[config.mk]
export PLATFORM = sky130hd
export DESIGN_NAME = alarm_zone_scheduler
export DESIGN_NICKNAME = d
export VERILOG_FILES = /design/src/rtl/alarm_pkg.sv /design/src/rtl/alarm_zone_scheduler_rr_pick.sv /design/src/rtl/alarm_zone_scheduler.sv
export SDC_FILE = /design/constraint.sdc
export NUM_CORES = 1
export LEC_CHECK = 0
export ABC_CLOCK_PERIOD_IN_PS = 2100
export CAP_MARGIN = 20
export CORE_MARGIN = 2
export CORE_UTILIZATION = 31
export CTS_CLUSTER_SIZE = 30
export DETAILED_ROUTE_END_ITERATION = 12
export PLACE_DENSITY = 0.57
export SYNTH_ARGS = -nofsm -noshare
export SYNTH_HDL_FRONTEND = slang
export SYNTH_HIERARCHICAL = 1
export SYNTH_SLANG_ARGS = --single-unit
[constraint.sdc]
create_clock -name clk -period 2.1 [get_ports clk]
set_input_delay 0.63 -clock clk [delete_from_list [all_inputs] [get_ports clk]]
set_output_delay 0.63 -clock clk [all_outputs]
set_load 0.01 [all_outputs]
[src/rtl/alarm_pkg.sv]
// alarm_pkg: shared state encoding and default widths for the zone scheduler.
package alarm_pkg;
    localparam int DTF_W_DEF = 5;
    localparam int RTR_W_DEF = 6;

    typedef enum logic [2:0] {
        S_IDLE,
        S_SCAN,
        S_ARM,
        S_WAIT,
        S_ALARM,
        S_CLEAR,
        S_COOLDOWN
    } state_t;
endpackage

[src/rtl/alarm_zone_scheduler_rr_pick.sv]
// rr_pick: first set request at or after the pointer, wrapping modulo N.
module rr_pick #(
    parameter int N  = 4,
    parameter int ZW = $clog2(N)
) (
    input  logic [N-1:0]  i_req,
    input  logic [ZW-1:0] i_ptr,
    output logic          o_hit,
    output logic [ZW-1:0] o_idx
);
    logic [ZW-1:0] w_j;

    // Walk offsets from far to near so the nearest request overwrites last.
    always_comb begin
        o_hit = |i_req;
        o_idx = '0;
        w_j   = '0;
        for (int k = N - 1; k >= 0; k--) begin
            w_j = ZW'((int'(i_ptr) + k) % N);
            if (i_req[w_j]) o_idx = w_j;
        end
    end
endmodule

[src/rtl/alarm_zone_scheduler.sv]
// alarm_zone_scheduler: round-robin sharing of one alarm unit across window-sensor zones.
module alarm_zone_scheduler
    import alarm_pkg::*;
#(
    parameter int N_ZONES = 4,
    parameter int DTF_W   = DTF_W_DEF,
    parameter int RTR_W   = RTR_W_DEF,
    parameter int ZW      = $clog2(N_ZONES)
) (
    input  logic                     clk,
    input  logic                     rst,
    input  logic                     en,
    input  logic [N_ZONES-1:0]       ws_zone,
    input  logic [N_ZONES-1:0]       zone_mask,
    input  logic [N_ZONES*DTF_W-1:0] dtf_cfg,
    input  logic [RTR_W-1:0]         rtr_cfg,
    input  logic                     tick,
    input  logic                     alarm_active,
    input  logic                     ack,
    input  logic                     clr_hist,
    output logic                     ws_out,
    output logic                     RUN,
    output logic                     CLR_WS,
    output logic                     restart,
    output logic [DTF_W-1:0]         DTF,
    output logic [RTR_W-1:0]         RTR,
    output logic [ZW-1:0]            cur_zone,
    output logic                     busy,
    output logic                     fired,
    output logic [N_ZONES-1:0]       zone_hist
);
    state_t              r_state;
    logic [ZW-1:0]       r_ptr;
    logic [RTR_W-1:0]    r_cnt;
    logic                w_hit;
    logic [ZW-1:0]       w_idx;
    logic [ZW-1:0]       w_next_ptr;
    logic                w_cur_ws;
    logic [N_ZONES-1:0]  w_set;

    rr_pick #(.N(N_ZONES), .ZW(ZW)) u_pick (
        .i_req (ws_zone & zone_mask),
        .i_ptr (r_ptr),
        .o_hit (w_hit),
        .o_idx (w_idx)
    );

    assign w_cur_ws   = ws_zone[cur_zone];
    assign w_next_ptr = (int'(cur_zone) == N_ZONES - 1) ? '0 : cur_zone + 1'b1;
    assign w_set      = (r_state == S_WAIT && alarm_active) ? N_ZONES'(1) << cur_zone : '0;

    // Outputs are registered alongside the state they belong to.
    always_ff @(posedge clk) begin
        if (!rst) begin
            r_state   <= S_IDLE;
            r_ptr     <= '0;
            r_cnt     <= '0;
            ws_out    <= 1'b0;
            RUN       <= 1'b0;
            CLR_WS    <= 1'b0;
            restart   <= 1'b0;
            DTF       <= '0;
            RTR       <= '0;
            cur_zone  <= '0;
            busy      <= 1'b0;
            fired     <= 1'b0;
            zone_hist <= '0;
        end else begin
            CLR_WS    <= 1'b0;
            restart   <= 1'b0;
            zone_hist <= (clr_hist ? '0 : zone_hist) | w_set;
            case (r_state)
                S_IDLE: if (en) r_state <= S_SCAN;
                S_SCAN: begin
                    if (!en) r_state <= S_IDLE;
                    else if (w_hit) begin
                        r_state  <= S_ARM;
                        cur_zone <= w_idx;
                        DTF      <= dtf_cfg[w_idx*DTF_W +: DTF_W];
                        RTR      <= rtr_cfg;
                        RUN      <= 1'b1;
                        busy     <= 1'b1;
                    end
                end
                S_ARM: begin
                    r_state <= S_WAIT;
                    ws_out  <= w_cur_ws;
                end
                S_WAIT: begin
                    if (alarm_active) begin
                        r_state <= S_ALARM;
                        ws_out  <= 1'b1;
                        fired   <= 1'b1;
                    end else if (!w_cur_ws || !en) begin
                        r_state <= S_CLEAR;
                        ws_out  <= 1'b0;
                        RUN     <= 1'b0;
                        CLR_WS  <= 1'b1;
                        restart <= 1'b1;
                    end
                end
                S_ALARM: begin
                    if (ack) begin
                        r_state <= S_CLEAR;
                        ws_out  <= 1'b0;
                        RUN     <= 1'b0;
                        fired   <= 1'b0;
                        CLR_WS  <= 1'b1;
                        restart <= 1'b1;
                    end
                end
                S_CLEAR: begin
                    r_ptr   <= w_next_ptr;
                    r_cnt   <= rtr_cfg;
                    r_state <= en ? S_COOLDOWN : S_IDLE;
                    busy    <= en;
                end
                S_COOLDOWN: begin
                    if (!en || r_cnt == '0) begin
                        r_state <= en ? S_SCAN : S_IDLE;
                        busy    <= 1'b0;
                    end else if (tick) r_cnt <= r_cnt - 1'b1;
                end
                default: r_state <= S_IDLE;
            endcase
        end
    end
endmodule

After elaboration in Yosys (flattened, before gate mapping)

Index checks and enable logic that the tools add are counted.

Register bits after elaboration: 33
Latch bits: 0
Memory bits (writable): 0
Bits in read-only memories: 0
Input bits: 41
Output and inout port bits: 23
Word-level logic and storage cells: 112
Memories: 0

Add/sub/neg operators: 5
$mul: 1
Divide/modulo/power cells: 0
Order comparisons: 5
Equality and inequality tests: 19
Shifts and indexed selects: 2
Mux-type cells: 46
Bitwise operators: 2
Reductions and logical operators: 20

Operators with widths:

| cell                  | number |
|---|---|
| $mux W3               | 8 |
| $pmux W3 S7           | 1 |
| $shiftx A20 B6 Y5     | 1 |
| $mux W1               | 17 |
| $ne A2 B2 Y1 const B  | 8 |
| $lt A2 B3 Y1 const B  | 5 |
| $mux W6               | 2 |
| $pmux W6 S2           | 1 |
| $reduce_and A3 Y1     | 4 |
| $bmux W1 S2           | 5 |
| $mux W2               | 5 |
| $eq A3 B3 Y1 const B  | 3 |
| $pmux W1 S3           | 3 |
| $reduce_bool A3 Y1    | 3 |
| $mux W4               | 2 |
| $eq A3 B2 Y1 const B  | 2 |
| $logic_not A6 Y1      | 1 |
| $ne A3 B2 Y1 const B  | 2 |
| $reduce_and A6 Y1     | 1 |
| $sub A6 B1 Y6 const B | 1 |
| $mul A2 B3 Y5 const B | 1 |
| $reduce_and A5 Y1     | 1 |
| $add A2 B1 Y2 const B | 2 |
| $add A2 B2 Y2 const B | 2 |
| 14 further kinds      | 19 |

Depth between registers and ports, before layout

Gate-level depths: netlist of run 1.

Depth after elaboration: 9
Depth in mapped cells: 8
Gate-level depth less buffers: 7

Cells and area by module

Netlist of run 1, hierarchy kept.

By module, submodules not included:

| module               | times used | cells each | area an instance (um^2) |
|---|---|---|---|
| alarm_zone_scheduler | 1          | 225        | 1830.5 |
| rr_pick              | 1          | 13         | 77.6 |

Least setup slack after synthesis of run 1

No wires, ideal clock.

Path kind: in2reg
Start: input port zone_mask[3]
End: register DTF[0]
Setup time: 132 ps
Data arrival time: 2052 ps
Data required time: 1968 ps
Slack: -84 ps
Stages on the path: 7
Path through: and2_1 > mux2i_1 > a211oi_2 > buf_1 > mux4_2 > nand2_1 > a21oi_1

Longest elaborated chain between the ends: 9
Elaborated cells between the ends (all ways): 17
Classes of those cells: mul: 1; shift: 1; mux: 12; bitwise: 1; reduce/logical: 2

RTL lines:

| item                          | RTL line                           | RTL |
|---|---|---|
| start, declared               | alarm_zone_scheduler.sv:14         | `input logic [N_ZONES-1:0] zone_mask,` |
| $and A4 B4 Y4 (*)             | alarm_zone_scheduler.sv:42         | `.i_req (ws_zone & zone_mask),` |
| $bmux W1 S2                   | alarm_zone_scheduler_rr_pick.sv:20 | `if (i_req[w_j]) o_idx = w_j;` |
| $mux W1 (not written as such) | alarm_zone_scheduler_rr_pick.sv:20 |  |
| $mux W2 (3 in a row)          | alarm_zone_scheduler_rr_pick.sv:20 |  |
| $mux W2 (*)                   | alarm_zone_scheduler_rr_pick.sv:20 |  |
| net w_idx[0]                  | alarm_zone_scheduler.sv:36         | `logic [ZW-1:0] w_idx;` |
| $mul A2 B3 Y5 (*)             | alarm_zone_scheduler.sv:79         | `DTF <= dtf_cfg[w_idx*DTF_W +: DTF_W];` |
| $shiftx A20 B6 Y5 (*)         | alarm_zone_scheduler.sv:79         |  |
| end signal, assigned          | alarm_zone_scheduler.sv:79         |  |
| end, declared                 | alarm_zone_scheduler.sv:25         | `output logic [DTF_W-1:0] DTF,` |

Mark *: on every way through the listed nets, which the timed path passes. The rest lies on a longest branch. The select of a mux whose other input is x is not followed.
A chain may end at the register's enable or synchronous reset.

Worst setup path after layout of run 1

Start: input port ws_zone[0]
End: register DTF[0]

Longest elaborated chain between the ends: 9
Elaborated cells between the ends (all ways): 17
Classes of those cells: mul: 1; shift: 1; mux: 12; bitwise: 1; reduce/logical: 2

RTL lines:

| item                          | RTL line                           | RTL |
|---|---|---|
| start, declared               | alarm_zone_scheduler.sv:13         | `input logic [N_ZONES-1:0] ws_zone,` |
| $and A4 B4 Y4 (*)             | alarm_zone_scheduler.sv:42         |  |
| $bmux W1 S2                   | alarm_zone_scheduler_rr_pick.sv:20 |  |
| $mux W1 (not written as such) | alarm_zone_scheduler_rr_pick.sv:20 |  |
| $mux W2 (3 in a row)          | alarm_zone_scheduler_rr_pick.sv:20 |  |
| $mux W2 (*)                   | alarm_zone_scheduler_rr_pick.sv:20 |  |
| net w_idx[0]                  | alarm_zone_scheduler.sv:36         |  |
| $mul A2 B3 Y5 (*)             | alarm_zone_scheduler.sv:79         |  |
| $shiftx A20 B6 Y5 (*)         | alarm_zone_scheduler.sv:79         |  |

Marked as above.

==> impl_metrics.yaml, run 1 <==
clock_tree:
  cts_max_level: 2
  cts_tree: "done"
  clock-sinks: 33
  cts_buffers: 5
  cts_setup_buffers: 0
  root_buffer: "clkbuf_8"
  clk_latency_ps: 280
  cts_buffer_depth: 2
  clk_pin_slew_ps: 70
floorplan:
  coreArea_um2: 5920
  die_x_um: 82.5
  die_area_um2: 6800
  start_util_pct: 32.2
  rows: 28
  fp.dieH_um: 82.5
  num_io_pins: 64
sta:
  finalCritPeriodShare_pct: 96.4
  worst_hold_slack_ps: 460
  slew_headroom_pct: 71.3
  finalHoldViolCount: 0
  finalSetupViolations: 0
  min_period_ps: 2020
  drv_slew: 0
  fin_worst_skew_ps: 3.32
  tightestPinTransition_ps: 427
  rsz0062_at_grt: "false"
  timing.fmax_ghz: 0.494
pwr:
  pwr-share-comb_pct: 21.3
  total_leakage_power_uw: 0.00106
  powerDensity_nw_per_um2: 506
  power.share.sequential_pct: 46.0
  switching_power_uw: 385
  peakVddDrop_mv: 0.213
  internal-power_uw: 1050
  p_sw_share_pct: 26.8
  pwr-share-clk_pct: 32.7
routing:
  wirelength_mm: 5.21
  routedWlPerCell_um: 13.4
  vias: 1975
  first_pass_iters: 4
  drt_iter0_markers: 122
  route.detailed.drc: 0
  drtAntennaViolNets: 0
  vias_per_cell: 5.10
global_route:
  track_usage_pct: 16.6
  grt_pass1_vias: 1885
  grt_max_degree: 19
  grt_remaining_overflow: 0
  grt_pass1_wl_mm: 8.58
  grt_antenna_before_repair: 0
yosys:
  synth_nets: 285
  ys_ff_latch: 33
  async_flop_share_pct: 0
  synth_top_flop_cell: "dfxtp_1"
  yosysWarnings: 6
  synth-edff-count: 0
  synth.area.top_cells: "dfxtp_1 35%, nand2_1 8.5%, a21oi_1 7.9%, mux4_2 7.1%, ha_1 3.9%"
  synth_top_area_share_pct: 34.6
  netlist-cell-type-count: 49
  synth.avg_cell_area_um2: 8.02
  yosysSeqAreaShare_pct: 34.6
  synth_area_leader_cell: "dfxtp_1"
  synth_area_um2: 1910
  synth_cells: 238
setup_path:
  r2r-end: "DTF[0]$_SDFFE_PN0P_"
  cp-end-kind: "register"
  critPathLaunchType: "input pin"
  worstPathRequired_ps: 2270
  crit_arrival_ps: 2200
  ff2ff_setup_slack_ps: 320
  r2r_start: "r_ptr[1]$_SDFFE_PN0N_"
  setup.worst_path.start: "ws_zone[0]"
  ff2ff_path_depth: 7
  worstSetupPathType: "in -> reg"
  crit_fanout: 6
cells_and_area:
  multi_input_area_um2: 1200
  fill_cells: 595
  drive_gt1_share_pct: 14.7
  finalNetCount: 358
  diodes: 0
  regArea_um2: 661
  final_area_um2: 2850
  area_growth_pct: 49.1
placed_design:
  portBuffers: 63
  post_dp_cell_area_um2: 2710
  dp_hpwl_mm: 3.82
  routabilityCongestion: 0.869
worst_hold_path:
  hp-class: "reg -> reg"
  hold_path_depth: 2
  worstHoldEndpoint: "RTR[1]$_SDFFE_PN0P_"
  hp-start: "RTR[1]$_SDFFE_PN0P_"
job:
  drv_cap: 0
run_status:
  status: "complete, no violations"
per-layer routing:
layer / global-route usage, % / vias to the layer above / share of wire [%]
li1: - / 994 / -
met1: 21.6 / 894 / 46
met2: 24.6 / 79 / 45
met3: 5.43 / 8 / 7.2
met4: 8.00 / 0 / 1.9
met5: 0 / - / 0
cells in the final DEF, fill, tap and decap left out, types with 2 or more instances in the layout:
cell type / netlist / final
a211oi_1: 3 / 2
a211oi_2: 1 / 2
a21oi_1: 30 / 27
a21oi_2: 0 / 2
a31oi_1: 2 / 2
and2_1: 7 / 3
and2_4: 0 / 4
and3_1: 3 / 3
buf_4: 1 / 15
clkbuf_8: 0 / 5
clkdlybuf4s50_1: 0 / 56
clkinv_2: 0 / 2
dfxtp_1: 33 / 33
dlygate4sd2_1: 0 / 5
dlymetal6s2s_1: 0 / 2
ha_1: 6 / 6
inv_1: 7 / 7
mux4_2: 6 / 6
nand2_1: 43 / 40
nand2_2: 0 / 3
nand2b_1: 5 / 5
nand3_1: 3 / 3
nand3b_1: 3 / 3
nand4_1: 2 / 2
nor2_1: 20 / 19
nor2b_1: 9 / 9
nor3_1: 3 / 3
nor3b_1: 2 / 2
o211a_1: 3 / 3
o21ai_0: 4 / 4
o22ai_1: 6 / 6
area by class of cell:
| class | count | area share, % |
|---|---|---|
| Tap cell | 75 | 3.30 |
| Inverter | 8 | 1.06 |
| Clock buffer | 6 | 2.55 |
| Clock inverter | 2 | 0.352 |
| Timing Repair Buffer | 80 | 27.2 |
| Sequential cell | 33 | 23.2 |
| Multi-Input combinational cell | 183 | 42.3 |
metrics by stage:
stage                     setup WS (ps)  TNS [ps]  util, %  total power [uW]  instances
after floorplan                    67.7         0        -               811        238
after global placement             -429     -3770     45.8               971        379
after detailed placement           -448     -4150     45.8               971        379
after CTS                          4.92         0     47.3              1440        387
after global routing               3.93         0     48.1              1510        387
final                              75.6         0     48.1              1440        387
cells in the mapped netlist (2+ instances only):
cell type	n
nand2_1	43
dfxtp_1	33
a21oi_1	30
nor2_1	20
nor2b_1	9
and2_1	7
clkbuf_1	7
inv_1	7
ha_1	6
mux4_2	6
o22ai_1	6
buf_2	5
nand2b_1	5
o21ai_0	4
a211oi_1	3
and3_1	3
nand3_1	3
nand3b_1	3
nor3_1	3
o211a_1	3
a31oi_1	2
nand4_1	2
nor3b_1	2
worst max-delay path, stage by stage:
cell and delay (ps):
clkdlybuf4s50_1 420, and2_4 150, a211oi_2 190, buf_6 170, mux4_2 500, nand2_2 80
a21oi_2 40
worst max path at each step:
stage	endpoint	slack [ps]	cells after the start
finish	DTF[0]$_SDFFE_PN0P_	80	7
global route	DTF[0]$_SDFFE_PN0P_	4	7
CTS	DTF[0]$_SDFFE_PN0P_	5	7
detailed placement	DTF[0]$_SDFFE_PN0P_	-450	8
global placement	DTF[0]$_SDFFE_PN0P_	-430	8
floorplan	DTF[0]$_SDFFE_PN0P_	70	7
power groups by stage:
| stage | clock (uW) | combinational [uW] | sequential, uW |
|---|---|---|---|
| 5_1_grt | 508 | 335 | 665 |
| 4_1_cts | 484 | 298 | 662 |
| 3_5_place_dp | 0 | 294 | 676 |
| 3_3_place_gp | 0 | 295 | 676 |
| 6_report | 470 | 307 | 662 |
| 2_1_floorplan | 0 | 134 | 676 |
flip-flops by register name, indices dropped and copies added, names as in the netlist:
signal / count
r_state: 3
restart: 1
ws_out: 1
RTR: 6
RUN: 1
r_ptr: 2
r_cnt: 6
busy: 1
zone_hist: 4
fired: 1
DTF: 5
cur_zone: 2
cell families (layout without fill, tap and decap cells):
logic type / after synthesis / after routing / synth area share (%)
flops: 33 / 33 / 34.6
mux: 7 / 7 / 7.61
compound gates: 63 / 63 / 21.1
buf+inv: 22 / 96 / 4.85
simple gates: 107 / 107 / 27.9
fa+ha+maj: 6 / 6 / 3.93
repair_timing:
item,in CTS,in global routing
endpoints found under the setup margin,8,7
pin swaps,9,5
gates resized for setup,10,12
hold buffers,0,0
No activity file was read; power rests on OpenSTA's default activity.
==> run 2: changes to the inputs <==
--- a/config.mk
+++ b/config.mk
@@ -6,7 +6,6 @@
 export NUM_CORES = 1
 export LEC_CHECK = 0
 export ABC_CLOCK_PERIOD_IN_PS = 2100
-export CAP_MARGIN = 20
 export CORE_MARGIN = 2
 export CORE_UTILIZATION = 31
 export CTS_CLUSTER_SIZE = 30
==> results of run 2 <==
The final DEF is identical to that of run 1; final timing and power are the same.
==> run 3: changes to the inputs <==
--- a/config.mk
+++ b/config.mk
@@ -10,7 +10,10 @@
 export CORE_UTILIZATION = 31
 export CTS_CLUSTER_SIZE = 30
 export DETAILED_ROUTE_END_ITERATION = 12
+export MAX_ROUTING_LAYER = met4
 export PLACE_DENSITY = 0.57
+export RECOVER_POWER = 50
+export SETUP_SLACK_MARGIN = 0.4
 export SYNTH_ARGS = -nofsm -noshare
 export SYNTH_HDL_FRONTEND = slang
 export SYNTH_HIERARCHICAL = 1
==> run 3 against run 2 <==
  * Design area rose by 2.0%
  * Routed wire length fell by 0.86%
  * Sequential power barely moved
  * Hold slack got worse by 6.9 ps
  * Clock power fell by 2%
  * Sequential share of layout area rose by 0.10 points
  * Worst setup slack improved by 180 ps
  * Clock skew rose by 0.64 ps
  * Non-clock buffer count did not move
  * Critical path type unchanged
  * Highest routed layer unchanged
==> impl_metrics.yaml, run 3 (synthesis results as in run 1) <==
setup_path:
  crit_arrival_ps: 2000
  worstSetupPathType: "in -> reg"
  worstPathRequired_ps: 2250
  r2r-end: "DTF[2]$_SDFFE_PN0P_"
  r2r_start: "r_ptr[1]$_SDFFE_PN0N_"
  ff2ff_setup_slack_ps: 370
  critPathLaunchType: "input pin"
  crit_fanout: 6
  cp-end-kind: "register"
  cp-endpoint: "DTF[2]$_SDFFE_PN0P_"
  setup.worst_path.start: "zone_mask[2]"
  ff2ff_path_depth: 7
clock_tree:
  clock-sinks: 33
  hold_buffers: 0
  cts_buffers: 5
  cts_max_level: 2
  clk_pin_slew_ps: 60
  cts_tree: "done"
  clk_latency_ps: 280
  cts_buffer_depth: 2
  root_buffer: "clkbuf_8"
global_route:
  grt_pass1_vias: 1874
  track_usage_pct: 17.0
  grt_pass1_wl_mm: 8.64
  grt_max_degree: 17
  grt_remaining_overflow: 0
  grt_antenna_before_repair: 0
cells_and_area:
  area_growth_pct: 52.1
  reg_top3: "RTR: 6 flops, r_cnt: 6 flops, DTF: 5 flops"
  finalNetCount: 358
  regArea_um2: 677
  final_common_cell: "nand2_1"
  final_cells: 387
  final_cell_mix: "37 x nand2_1, 28 x clkdlybuf4s50_1, 27 x a21oi_1, 26 x dfxtp_1, 24 x dlygate4sd2_1"
  multi_input_area_um2: 1270
  diodes: 0
  drive_gt1_share_pct: 22.8
  fill_cells: 602
  final_area_um2: 2900
sta:
  finalHoldViolCount: 0
  finalSetupViolations: 0
  slew_headroom_pct: 74.3
  tightestPinTransition_ps: 385
  finalCritPeriodShare_pct: 87.9
  setup_slack_ps: 253
  tns_ps: 0
  timing.fmax_ghz: 0.542
  fin_worst_skew_ps: 3.96
  rsz0062_at_grt: "true"
  drv_slew: 0
  min_period_ps: 1850
routing:
  routedWlPerCell_um: 13.3
  route.detailed.drc: 0
  wirelength_mm: 5.16
  vias_per_cell: 5.06
  first_pass_iters: 4
  drt_iter0_markers: 135
  drtAntennaViolNets: 0
  vias: 1957
placed_design:
  place_ws_ps: -409
  post_dp_cell_area_um2: 2720
  portBuffers: 63
  routabilityCongestion: 0.903
  place_inst: 376
  dp_hpwl_mm: 3.80
floorplan:
  coreArea_um2: 5920
  rows: 28
  die_area_um2: 6800
  fp.dieH_um: 82.5
  num_io_pins: 64
  start_util_pct: 32.2
  die_x_um: 82.5
job:
  drv_cap: 0
pwr:
  peakVddDrop_mv: 0.232
  total_leakage_power_uw: 0.00119
  powerDensity_nw_per_um2: 491
  total_power_uw: 1420
worst_hold_path:
  hp-class: "reg -> reg"
run_status:
  status: "complete, no violations"
==> run 3: changes by cell type in the layout (fill, tap and decap cells not counted), sizes merged <==
cell / previous run / this run
clkdlybuf4s50: 56 / 28
dlygate4sd2: 5 / 24
clkbuf: 6 / 10
buf: 17 / 19
clkdlybuf4s15: 0 / 2
dlygate4sd3: 0 / 1
==> run 3: report_power, final <==
part | switching, uW | internal, uW | total (uW)
logic | 129 | 173 | 302
clock network | 230 | 230 | 460
registers | 20.2 | 643 | 663
total | 380 | 1050 | 1420
==> run 3: routing by layer <==
layer  track usage, %  vias up  wire length, um
li1                 -      988                -
met1             21.9      906             2340
met2             26.5       61             2440
met3             4.02        2              329
met4             5.50        0               50
met5                -        -                0
==> run 3: repair_timing <==
item | 4_1_cts | 5_1_grt
setup endpoints to repair | 49 | 17
pin swaps | 19 | 15
cloned | 0 | 0
buffers inserted | 2 | 1
resized for setup | 70 | 23
==> run 3: through the flow <==
step / util, % / hold WS, ps
3_5_place_dp: 45.9 / 449
5_1_grt: 49.0 / 479
2_1_floorplan: - / 466
6_report: 49.0 / 453
3_3_place_gp: 45.9 / 444
4_1_cts: 48.0 / 451
==> run 3: worst min-delay path by stage <==
stage / cells after the start / slack [ps] / from / end
floorplan: 2 / 470 / r_ptr[0]$_SDFFE_PN0N_ / r_ptr[0]$_SDFFE_PN0N_
finish: 2 / 450 / DTF[2]$_SDFFE_PN0P_ / DTF[2]$_SDFFE_PN0P_
CTS: 2 / 450 / DTF[0]$_SDFFE_PN0P_ / DTF[0]$_SDFFE_PN0P_
global route: 2 / 480 / RTR[1]$_SDFFE_PN0P_ / RTR[1]$_SDFFE_PN0P_
global placement: 2 / 440 / DTF[0]$_SDFFE_PN0P_ / DTF[0]$_SDFFE_PN0P_
detailed placement: 2 / 450 / DTF[0]$_SDFFE_PN0P_ / DTF[0]$_SDFFE_PN0P_
==> run 3: final cells by class <==
class	instances	area share, %
inverter	8	1.03
clock buffer	6	2.50
multi-input combinational	183	43.8
clock inverter	2	0.345
sequential	33	23.3
tap	75	3.23
timing repair buffer	80	25.7
==> run 3: worst max-delay path: stages <==
cell	delay [ps]
buf_6	90
and2_4	170
nand2b_4	60
a21oi_2	50
a211oi_2	180
buf_4	190
mux4_2	500
nand2_1	80
a21oi_1	60
